===== config.mk =====
export PLATFORM = sky130hd
export DESIGN_NAME = led_fader
export DESIGN_NICKNAME = d
export VERILOG_FILES = /design/src/rtl/led_fader.sv
export SDC_FILE = /design/constraint.sdc
export NUM_CORES = 1
export LEC_CHECK = 0
export BUFFER_PORTS_ARGS = -buffer_cell sky130_fd_sc_hd__buf_2
export CAP_MARGIN = 0
export CELL_PAD_IN_SITES_DETAIL_PLACEMENT = 2
export CELL_PAD_IN_SITES_GLOBAL_PLACEMENT = 2
export CORE_MARGIN = 2
export CORE_UTILIZATION = 33
export CTS_CLUSTER_DIAMETER = 100
export CTS_CLUSTER_SIZE = 40
export DETAILED_ROUTE_END_ITERATION = 8
export PLACE_DENSITY_LB_ADDON = 0.1
export RECOVER_POWER = 100
export SETUP_SLACK_MARGIN = 0.1
export SLEW_MARGIN = 20
export SYNTH_ARGS = -nofsm -noshare
export SYNTH_HDL_FRONTEND = slang
export SYNTH_SLANG_ARGS = --single-unit

===== constraint.sdc =====
create_clock -name clk_i -period 2.1 [get_ports clk_i]
set_input_delay 0.315 -clock clk_i [delete_from_list [all_inputs] [get_ports clk_i]]
set_output_delay 0.315 -clock clk_i [all_outputs]
set_load 0.1 [all_outputs]

===== src/rtl/led_fader.sv =====
// led_fader: turns the hard on/off LED level from blinky into a PWM drive whose
// duty ramps linearly between 0 and MAX, so each transition fades.
//
// Parameters:
//   PwmBits    - duty resolution in bits (>= 2); MAX = 2^PwmBits-1
//   StepCycles - clock cycles per one-LSB duty step (>= 1)
//
// Ports:
//   clk_i   - system clock
//   rst_ni  - asynchronous active-low reset
//   led_i   - target LED level (same clock domain as blinky, no synchronizer)
//   led_o   - registered PWM LED drive
//   duty_o  - registered linear duty
//   busy_o  - high while rising or falling
//
// Build option:
//   LED_FADER_GAMMA_EN - when defined, the PWM compare value is
//   (duty*(duty+1)) >> PwmBits (gamma ~2); duty_o still reports the linear duty.

module led_fader #(
    parameter int unsigned PwmBits    = 8,
    parameter int unsigned StepCycles = 1000
) (
    input  logic               clk_i,
    input  logic               rst_ni,
    input  logic               led_i,
    output logic               led_o,
    output logic [PwmBits-1:0] duty_o,
    output logic               busy_o
);

    localparam int unsigned StepW = (StepCycles > 1) ? $clog2(StepCycles) : 1;
    localparam logic [PwmBits-1:0] DutyMax = '1;
    // Period counter stops one short of MAX so that duty MAX is a constant 1.
    localparam logic [PwmBits-1:0] CntLast = {{(PwmBits-1){1'b1}}, 1'b0};
    localparam logic [StepW-1:0]   StepLast = StepW'(StepCycles - 1);

    typedef enum logic [1:0] {
        StOff,
        StRise,
        StOn,
        StFall
    } state_e;

    state_e             r_state;
    state_e             w_state_d;
    logic [PwmBits-1:0] r_duty;
    logic [PwmBits-1:0] w_duty_d;
    logic [StepW-1:0]   r_timer;
    logic [StepW-1:0]   w_timer_d;
    logic [PwmBits-1:0] r_cnt;
    logic               r_led;
    logic               r_busy;

    logic               w_step;
    logic [PwmBits-1:0] w_duty_inc;
    logic [PwmBits-1:0] w_duty_dec;
    logic [PwmBits-1:0] w_cmp;

    // ------------------------------------------------------------------
    // Compare value
    // ------------------------------------------------------------------
`ifdef LED_FADER_GAMMA_EN
    logic [2*PwmBits-1:0] w_duty_wide;
    logic [2*PwmBits-1:0] w_prod;

    assign w_duty_wide = {{PwmBits{1'b0}}, r_duty};
    // duty*(duty+1) keeps both endpoints exact: 0 -> 0, MAX -> MAX.
    assign w_prod      = w_duty_wide * (w_duty_wide + 1'b1);
    assign w_cmp       = PwmBits'(w_prod >> PwmBits);
`else
    assign w_cmp = r_duty;
`endif

    // ------------------------------------------------------------------
    // Free-running PWM period counter, never disturbed by state changes
    // ------------------------------------------------------------------
    always_ff @(posedge clk_i or negedge rst_ni) begin
        if (!rst_ni) begin
            r_cnt <= '0;
        end else if (r_cnt == CntLast) begin
            r_cnt <= '0;
        end else begin
            r_cnt <= r_cnt + 1'b1;
        end
    end

    // ------------------------------------------------------------------
    // Fade FSM: next state, duty and step timer
    // ------------------------------------------------------------------
    assign w_step     = (r_timer == StepLast);
    assign w_duty_inc = (r_duty == DutyMax) ? DutyMax : r_duty + 1'b1;
    assign w_duty_dec = (r_duty == '0) ? '0 : r_duty - 1'b1;

    always_comb begin
        w_state_d = r_state;
        w_duty_d  = r_duty;
        w_timer_d = '0;
        case (r_state)
            StOff: begin
                if (led_i) begin
                    w_state_d = StRise;
                end
            end
            StRise: begin
                // Reversal wins over a coincident step; the step is dropped.
                if (!led_i) begin
                    w_state_d = StFall;
                end else if (w_step) begin
                    w_duty_d = w_duty_inc;
                    if (w_duty_inc == DutyMax) begin
                        w_state_d = StOn;
                    end
                end else begin
                    w_timer_d = r_timer + 1'b1;
                end
            end
            StOn: begin
                if (!led_i) begin
                    w_state_d = StFall;
                end
            end
            StFall: begin
                if (led_i) begin
                    w_state_d = StRise;
                end else if (w_step) begin
                    w_duty_d = w_duty_dec;
                    if (w_duty_dec == '0) begin
                        w_state_d = StOff;
                    end
                end else begin
                    w_timer_d = r_timer + 1'b1;
                end
            end
            default: begin
                w_state_d = StOff;
            end
        endcase
    end

    always_ff @(posedge clk_i or negedge rst_ni) begin
        if (!rst_ni) begin
            r_state <= StOff;
            r_duty  <= '0;
            r_timer <= '0;
            r_busy  <= 1'b0;
        end else begin
            r_state <= w_state_d;
            r_duty  <= w_duty_d;
            r_timer <= w_timer_d;
            r_busy  <= (w_state_d == StRise) || (w_state_d == StFall);
        end
    end

    // ------------------------------------------------------------------
    // PWM output; new duty takes effect immediately, mid-period
    // ------------------------------------------------------------------
    always_ff @(posedge clk_i or negedge rst_ni) begin
        if (!rst_ni) begin
            r_led <= 1'b0;
        end else begin
            r_led <= (r_cnt < w_cmp);
        end
    end

    assign led_o  = r_led;
    assign duty_o = r_duty;
    assign busy_o = r_busy;

endmodule


== Word level (Yosys, flattened, before mapping) ==
Cells that the tools add are included.
Widths: inputs -> output; s select.
Operators by class
  add/subtract/negate cells: 4
  $lt $le $gt $ge: 1
  eq/ne operators: 13
  muxes and demuxes: 21
  reduce and logical (&&, ||, !) cells: 6
Operators by type and width (count)
  $mux 8: 7
  $mux 10: 3
  $eq 8x8->1 const B: 3
  $pmux 10 s2: 1
  $add 8x1->8 const B: 2
  $logic_not 8->1: 2
  $mux 2: 8
  $pmux 8 s2: 1
  $add 10x1->10 const B: 1
  $eq 10x10->1 const B: 1
  $lt 8x8->1: 1
  $ne 2x2->1 const B: 4
  $pmux 2 s4: 1
  $sub 8x1->8 const B: 1
  $eq 2x2->1 const B: 3
  $reduce_and 5->1: 1
  $eq 2x1->1 const B: 2
  $logic_not 2->1: 1
  $reduce_bool 2->1: 1
  $logic_or 1x1->1: 1
Storage, ports and cells
  register bits: 30
  input bits: 3
  output and inout port bits: 10
  logic and storage cells: 51

== Depth between registers and ports, before layout ==
Gate-level depths: netlist (run 1).
  depth after elaboration: 9
  gate-level depth with buffers: 8
  gate-level depth less buffers: 7

== Worst setup path before layout (run 1) ==
OpenSTA, ideal clock, no wires.
  path kind: register -> register
  from: register r_duty[0] (netlist: duty_o[0])
  to: register r_state[1]
  setup time: 0.072 ns
  arrival: 2.757 ns
  data required time: 2.028 ns
  slack: -0.729 ns
  cell stages (with the launch flop): 9
  buffers on the path: 1
  period minus slack after synthesis: 2.829 ns
  path through: dfrtp_1 clkbuf_1 inv_1 ha_1 nand2_1 or4_1 a2111oi_0 a31oi_1 nor2_1
On the way
  word-level cells in the longest chain between the ends: 7
  elaborated cells on any way between the ends: 15
  classes of those cells: add/sub: 2; eq/ne: 2; mux: 9; reduce/logical: 2
RTL lines
  from (decl): line 47  | logic [PwmBits-1:0] r_duty;
  from (signal assigned): line 149  | r_duty <= w_duty_d;
  $add 8x1->8, or another cell as far along: line 92  | assign w_duty_inc = (r_duty == DutyMax) ? DutyMax : r_duty + 1'b1;
  $mux 8, on equally long branches: line 92, 93
  $eq 8x8->1 or $logic_not 8->1 (tied branches): line 111, 128
  $mux 2, on equally long branches: line 111, 128
  $mux 2, on equally long branches: line 109, 126
  $mux 2, on equally long branches: line 107, 124
  $pmux 2 s4 *: line 99  | case (r_state)
  via w_state_d[1]: line 46  | state_e w_state_d;
  to (signal assigned): line 143  | r_state <= StOff;
  to (signal assigned): line 148  | r_state <= w_state_d;
  to (decl): line 45  | state_e r_state;
Mark *: on every way through the listed nets, which the timed path passes. The rest lies on a longest branch.
A chain may end at the register's enable or synchronous reset.

== Worst setup path in the final report (run 1) ==
Ends and elaborated chain as after synthesis.

==> results of run 1 <==
[power groups by stage]
stage          Sequential (W)  Clock, W  Combinational (W)
6_report             0.000584  0.000602           0.000168
5_1_grt              0.000587  0.000646           0.000186
4_1_cts              0.000585  0.000626           0.000161
3_5_place_dp         0.000596         0           0.000157
3_3_place_gp         0.000594         0           0.000149
2_1_floorplan        0.000604         0          0.0000889
[repair_timing]
action | 4_1_cts | 5_1_grt
pin swaps | 2 | 7
endpoints found under the setup margin | 8 | 14
gates resized for setup | 5 | 19
setup buffers | 3 | 10
[cells in the final DEF, fill, tap and decap left out, drive strengths merged, types with 6 or more instances in the layout]
cell,n
nor2,30
dfrtp,29
buf,28
clkbuf,17
o21ai,16
nand2,15
nand3,13
inv,12
ha,12
xnor2,9
nor3,9
a21oi,8
xor2,7
and3,6
[metal layers]
| metal | GRT usage [%] | vias to the layer above | share of wire (%) |
|---|---|---|---|
| met2 | 38.1 | 34 | 52 |
| met3 | 4.67 | 12 | 3.0 |
| met5 | 0 | - | 0 |
| met4 | 6.10 | 0 | 1.6 |
| met1 | 25.3 | 975 | 44 |
| li1 | - | 895 | - |
[critical path, stage by stage (launching register included)]
cell       delay, ns
dfrtp_4         0.47
inv_4           0.05
ha_4            0.28
nand2_1         0.06
or4_4           0.53
a2111oi_4       0.32
a31oi_1         0.14
nor2_1          0.11
[cells in the mapped netlist (3+ instances only)]
master / count / area, sq um
a21oi_1: 8 / 40.0
a31o_2: 3 / 26.3
a31oi_1: 3 / 18.8
and3_1: 6 / 37.5
and4_1: 3 / 26.3
clkbuf_1: 9 / 33.8
dfrtp_1: 29 / 726
ha_1: 12 / 150
inv_1: 12 / 45.0
nand2_1: 15 / 56.3
nand3_1: 13 / 65.1
nand4_1: 4 / 25.0
nor2_1: 30 / 113
nor3_1: 9 / 45.0
o21ai_0: 15 / 75.1
or3_1: 3 / 18.8
or4_1: 4 / 30.0
xnor2_1: 9 / 78.8
xor2_1: 7 / 61.3
[final cells by class]
type,count,area share (%)
flip-flops and latches,29,29.2
multi-input cells,177,50.3
well taps,75,3.68
clock inverters,3,1.81
repair buffers,40,10.5
clock buffers,5,2.70
inverters,12,1.86
[cells by family (layout without fill, tap and decap cells)]
logic type / count (synthesis) / in the layout / share of synthesized area [%]
xor gates and xnor gates: 16 / 16 / 7.11
muxes: 2 / 2 / 1.02
AOI/OAI and AO/OA: 49 / 49 / 17.2
buffers and inverters: 23 / 60 / 4.82
DFF: 29 / 29 / 36.8
and+or+nand+nor: 98 / 98 / 25.4
adders and majority gates: 12 / 12 / 7.61
[flip-flops by register name, indices dropped and copies added, names as in the netlist]
name and count:
busy_o 1, duty_o 8, led_o 1, r_cnt 8, r_state 1, r_timer 10
[stage by stage]
step / instance area, sq um / TNS (ns)
after floorplan: 2080 / -0.422
after global placement: 2280 / 0
after detailed placement: 2280 / 0
after CTS: 2430 / 0
after global routing: 2550 / 0
final: 2550 / 0
[worst min path at each step]
stage          slack, ns  cells past startpoint                     to
4_1_cts             0.08                      1  duty_o[5]$_DFFE_PN0P_
5_1_grt             0.27                      2       busy_o$_DFF_PN0_
3_5_place_dp        0.40                      1  duty_o[5]$_DFFE_PN0P_
2_1_floorplan       0.02                      0       busy_o$_DFF_PN0_
3_3_place_gp        0.39                      1  duty_o[5]$_DFFE_PN0P_
6_report            0.26                      2       busy_o$_DFF_PN0_
==> summary.txt, run 1 <==
Floorplanning
  • Io pins: 13
  • Core area: 5850 sq um
  • Row cnt: 28
  • Die Y: 81.3 um
  • Die W: 81.3 um
  • Die area: 6610 sq um
  • Initial Util: 33.7%

Critical path
  • Crit path to: r_state[1]$_DFF_PN0_
  • Critical Path Source: duty_o[0]$_DFFE_PN0P_
  • CP Data Required Time: 2.32 ns
  • Worst R2R Path Depth: 7
  • Worst Setup Path Type: register to register
  • R2r setup slk: 0.06 ns
  • CP max FO: 5
  • Worst EP arrival: 2.25 ns
  • CP startpoint kind: register
  • CP endpoint kind: register
  • R2R Path End: r_state[1]$_DFF_PN0_
  • Worst R2R Start: duty_o[0]$_DFFE_PN0P_

Timing
  • RSZ-0062 raised after global routing: true
  • Final Slew Violations: 30
  • Clock Skews: 0.00518 ns
  • Number of setup violations in the final report: 0
  • Worst slew pin tran: 1.63 ns
  • Worst setup margin: 0.0640 ns
  • FMAX: 0.491 GHz
  • Crit share post-route: 97.0%
  • Final hold vios: 0
  • Final min period: 2.04 ns
  • WHS: 0.261 ns
  • Max-Slew Margin vs Limit: -8.63%

Placed design
  • IO buf count: 12
  • Dpl cells: 320
  • Pre-CTS WS: 0.00427 ns
  • HPWL after detailed placement: 4.71 mm
  • GPL Wtd Cong: 0.856

Detailed routing
  • Pre-antenna DRT Iters: 4
  • 1st-iter DRT viols: 44
  • Final wirelength: 6.90 mm
  • Via-to-Cell Ratio: 5.62
  • Via count: 1916
  • Final ANT Viol Nets: 0
  • DRC viols: 0
  • Drt wl/cell: 20.2 um

Synthesis
  • Synth warnings: 0
  • Distinct cells, synth: 46
  • Top_reg_cell synth: dfrtp_1
  • Mapped Cells: 229
  • Mapped cell area: 1970 sq um
  • Post-synth EDFFs: 0
  • Seq/Total Area, Yosys: 36.8%
  • Post-Synthesis Net Count: 244
  • Avg Inst Size Synth: 8.61 sq um
  • Async SR Flop Fraction: 100%
  • Synthesized flop and latch total: 29

Clocking
  • Latest clock arrival within the worst-skew pair: 0.29 ns
  • Hold_buf cts: 0
  • Cts bufs inserted: 5
  • CTS Buffer Depth: 2
  • CTS sink cnt: 29
  • Clock transition at path regs: 0.07 ns
  • Root buffer cell: clkbuf_8
  • CTS tree: yes
  • Depth of the CTS H-tree: 2

Global route
  • GRT Residual Overflow: 0
  • Initial antenna violation count: 0
  • Gr usage total: 21.3%
  • Vias in the first global route: 2086
  • Global-route wire length before repair: 10.6 mm
  • Largest net degree at the start of global routing: 30

Pwr
  • Gate power share: 12.4%
  • Seq pwr share: 43.1%
  • Clk network pwr share: 44.4%
  • Power per cell area: 531 nW/um^2
  • Leak: 1.05 nW
  • Sw Ratio: 27.8%
  • Total power: 0.00135 W
  • P_int: 0.000977 W
  • Peak supply drop: 349 uV
  • Switching power total: 0.000377 W

Layout
  • # fillers: 641
  • Final std cells w/o fill: 341
  • Final net count: 280
  • FF/Latch Area: 744 sq um
  • Area of the multi-input gates: 1280 sq um
  • Final Util: 43.6%
  • Layout cell share with drive strength beyond 1: 31.2%
  • N_diodes: 0
  • Layout area overhead: 29.4%

Worst hold path
  • Hold Crit Start: led_i
  • HP Class: input port to register

Status
  • Run status: finished with violations
  • Failing checks: max-capacitance violations, max-slew violations

Run
  • Max-cap violations: 1
Note: power is estimated with default switching activity, not from simulation.
==> run 2, diff against run 1 <==
==> constraint.sdc (replaced) <==
create_clock -name clk_i -period 2.1 [get_ports clk_i]
set_input_delay 0.42 -clock clk_i [delete_from_list [all_inputs] [get_ports clk_i]]
set_output_delay 0.42 -clock clk_i [all_outputs]
set_load 0.1 [all_outputs]
==> run 2 against run 1 <==
Net effect: the flow still finishes with violations (max-capacitance violations, max-slew violations); fmax hardly changed; critical endpoint unchanged; core utilization about the same; sequential share of layout area is essentially flat; die area is the same.
==> summary.txt, run 2 (synthesis gave the netlist of run 1 again) <==
Floorplanning
  • Die area: 6610 sq um
  • Die Y: 81.3 um
  • Die W: 81.3 um
  • Initial Util: 33.7%
  • Core area: 5850 sq um
  • Io pins: 13
  • Row cnt: 28

Global route
  • Vias in the first global route: 2086
  • Initial antenna violation count: 0
  • GRT Residual Overflow: 0
  • Global-route wire length before repair: 10.6 mm
  • Gr usage total: 21.3%
  • Largest net degree at the start of global routing: 30

Critical path
  • CP startpoint kind: register
  • Critical Path Source: duty_o[0]$_DFFE_PN0P_
  • Worst Setup Path Type: register to register
  • CP max FO: 5
  • CP Data Required Time: 2.32 ns
  • Worst EP arrival: 2.25 ns
  • Worst R2R Path Depth: 7
  • CP endpoint kind: register
  • Worst R2R Start: duty_o[0]$_DFFE_PN0P_

Layout
  • Final instance area: 2550 sq um
  • Most common cell after layout, fill and taps aside: nor2_1
  • Final net count: 280
  • Max reg flops: 10
  • N_diodes: 0
  • Layout area overhead: 29.5%
  • Layout cell share with drive strength beyond 1: 31.6%
  • Biggest register: r_timer
  • # fillers: 640
  • Most frequent cells in the layout: nor2_1, buf_4, dfrtp_1

Detailed routing
  • Via count: 1923
  • 1st-iter DRT viols: 44
  • Drt wl/cell: 20.3 um
  • Final ANT Viol Nets: 0
  • Pre-antenna DRT Iters: 4
  • DRC viols: 0
  • Via-to-Cell Ratio: 5.64
  • Final wirelength: 6.91 mm

Worst hold path
  • Hold Crit Start: led_i
  • Hold Path Depth: 2
  • HP Class: input port to register

Timing
  • Max-Slew Margin vs Limit: -7.96%
  • Final Slew Violations: 30
  • FMAX: 0.491 GHz
  • Crit share post-route: 97.0%
  • RSZ-0062 raised after global routing: true
  • Setup_tns: 0 ns
  • Number of setup violations in the final report: 0
  • Final hold vios: 0
  • Clock Skews: 0.00513 ns
  • Worst slew pin tran: 1.62 ns
  • Final min period: 2.04 ns

Clocking
  • Latest clock arrival within the worst-skew pair: 0.29 ns
  • Depth of the CTS H-tree: 2
  • Clock transition at path regs: 0.07 ns
  • CTS Buffer Depth: 2
  • Cts bufs inserted: 5
  • CTS sink cnt: 29
  • Root buffer cell: clkbuf_8
  • Hold_buf cts: 0
  • CTS tree: yes

Pwr
  • Peak supply drop: 349 uV
  • Power per cell area: 531 nW/um^2
  • Total power: 0.00136 W
  • Leak: 1.05 nW

Placed design
  • GPL Wtd Cong: 0.856
  • IO buf count: 12
  • HPWL after detailed placement: 4.71 mm
  • Post-DP Area: 2280 sq um

Status
  • Failing checks: max-capacitance violations, max-slew violations
  • Run status: finished with violations

Run
  • Max-cap violations: 1
==> run 2: cell counts in the layout (fill, tap and decap cells not counted) <==
Identical to the previous run, type by type.
==> run 2: final timing paths <==
check                                        end  slack, ns
hold / removal                  busy_o$_DFF_PN0_       0.37
setup reg to reg            r_state[1]$_DFF_PN0_       0.06
min in group asynchronous  duty_o[5]$_DFFE_PN0P_       0.52
setup / recovery            r_state[1]$_DFF_PN0_       0.06
max in group asynchronous  duty_o[0]$_DFFE_PN0P_       0.41
hold reg to reg               r_cnt[0]$_DFF_PN0_       0.50
==> run 2: report_power, final <==
part	internal, W	leakage (nW)	total [W]	switching, W
registers	0.000571	0.366	0.000584	0.0000133
logic	0.0000516	0.634	0.000169	0.000117
clock network	0.000355	0.0543	0.000603	0.000248
==> run 2: final cells by class <==
| type | count | area (sq um) | share of cell area, % |
|---|---|---|---|
| multi-input cells | 177 | 1280 | 50.3 |
| clock buffers | 5 | 68.8 | 2.69 |
| inverters | 12 | 47.5 | 1.86 |
| repair buffers | 40 | 269 | 10.5 |
| flip-flops and latches | 29 | 744 | 29.2 |
| clock inverters | 3 | 46.3 | 1.81 |
| well taps | 75 | 93.8 | 3.67 |
==> run 2: repair_timing <==
action	in CTS	in global routing
pin swaps	2	7
gates cloned	0	0
endpoints found under the hold margin	0	0
resized for setup	5	19
endpoints found under the setup margin	8	14
setup buffers	3	10
==> run 2: critical path, cell delays in order (launching register included) <==
cell	delay [ns]
dfrtp_4	0.47
inv_4	0.05
ha_4	0.28
nand2_1	0.06
or4_4	0.53
a2111oi_4	0.32
a31oi_1	0.14
nor2_1	0.11
==> run 2: layer usage <==
layer	wire length, um	vias up	track usage (%)
li1	-	895	-
met1	3040	985	25.3
met2	3570	31	38.1
met3	183	12	4.67
met4	108	0	6.10
met5	0	-	0
==> run 2: metrics by stage <==
stage	util, %	hold slack (ns)	setup WS [ns]	std cells
final	43.6	0.366	0.0622	341
after global placement	39.0	0.463	0.0923	320
after detailed placement	39.0	0.491	0.00427	320
after global routing	43.6	0.373	0.0186	341
after CTS	41.6	0.189	0.0293	331
after floorplan	-	0.124	-0.172	229
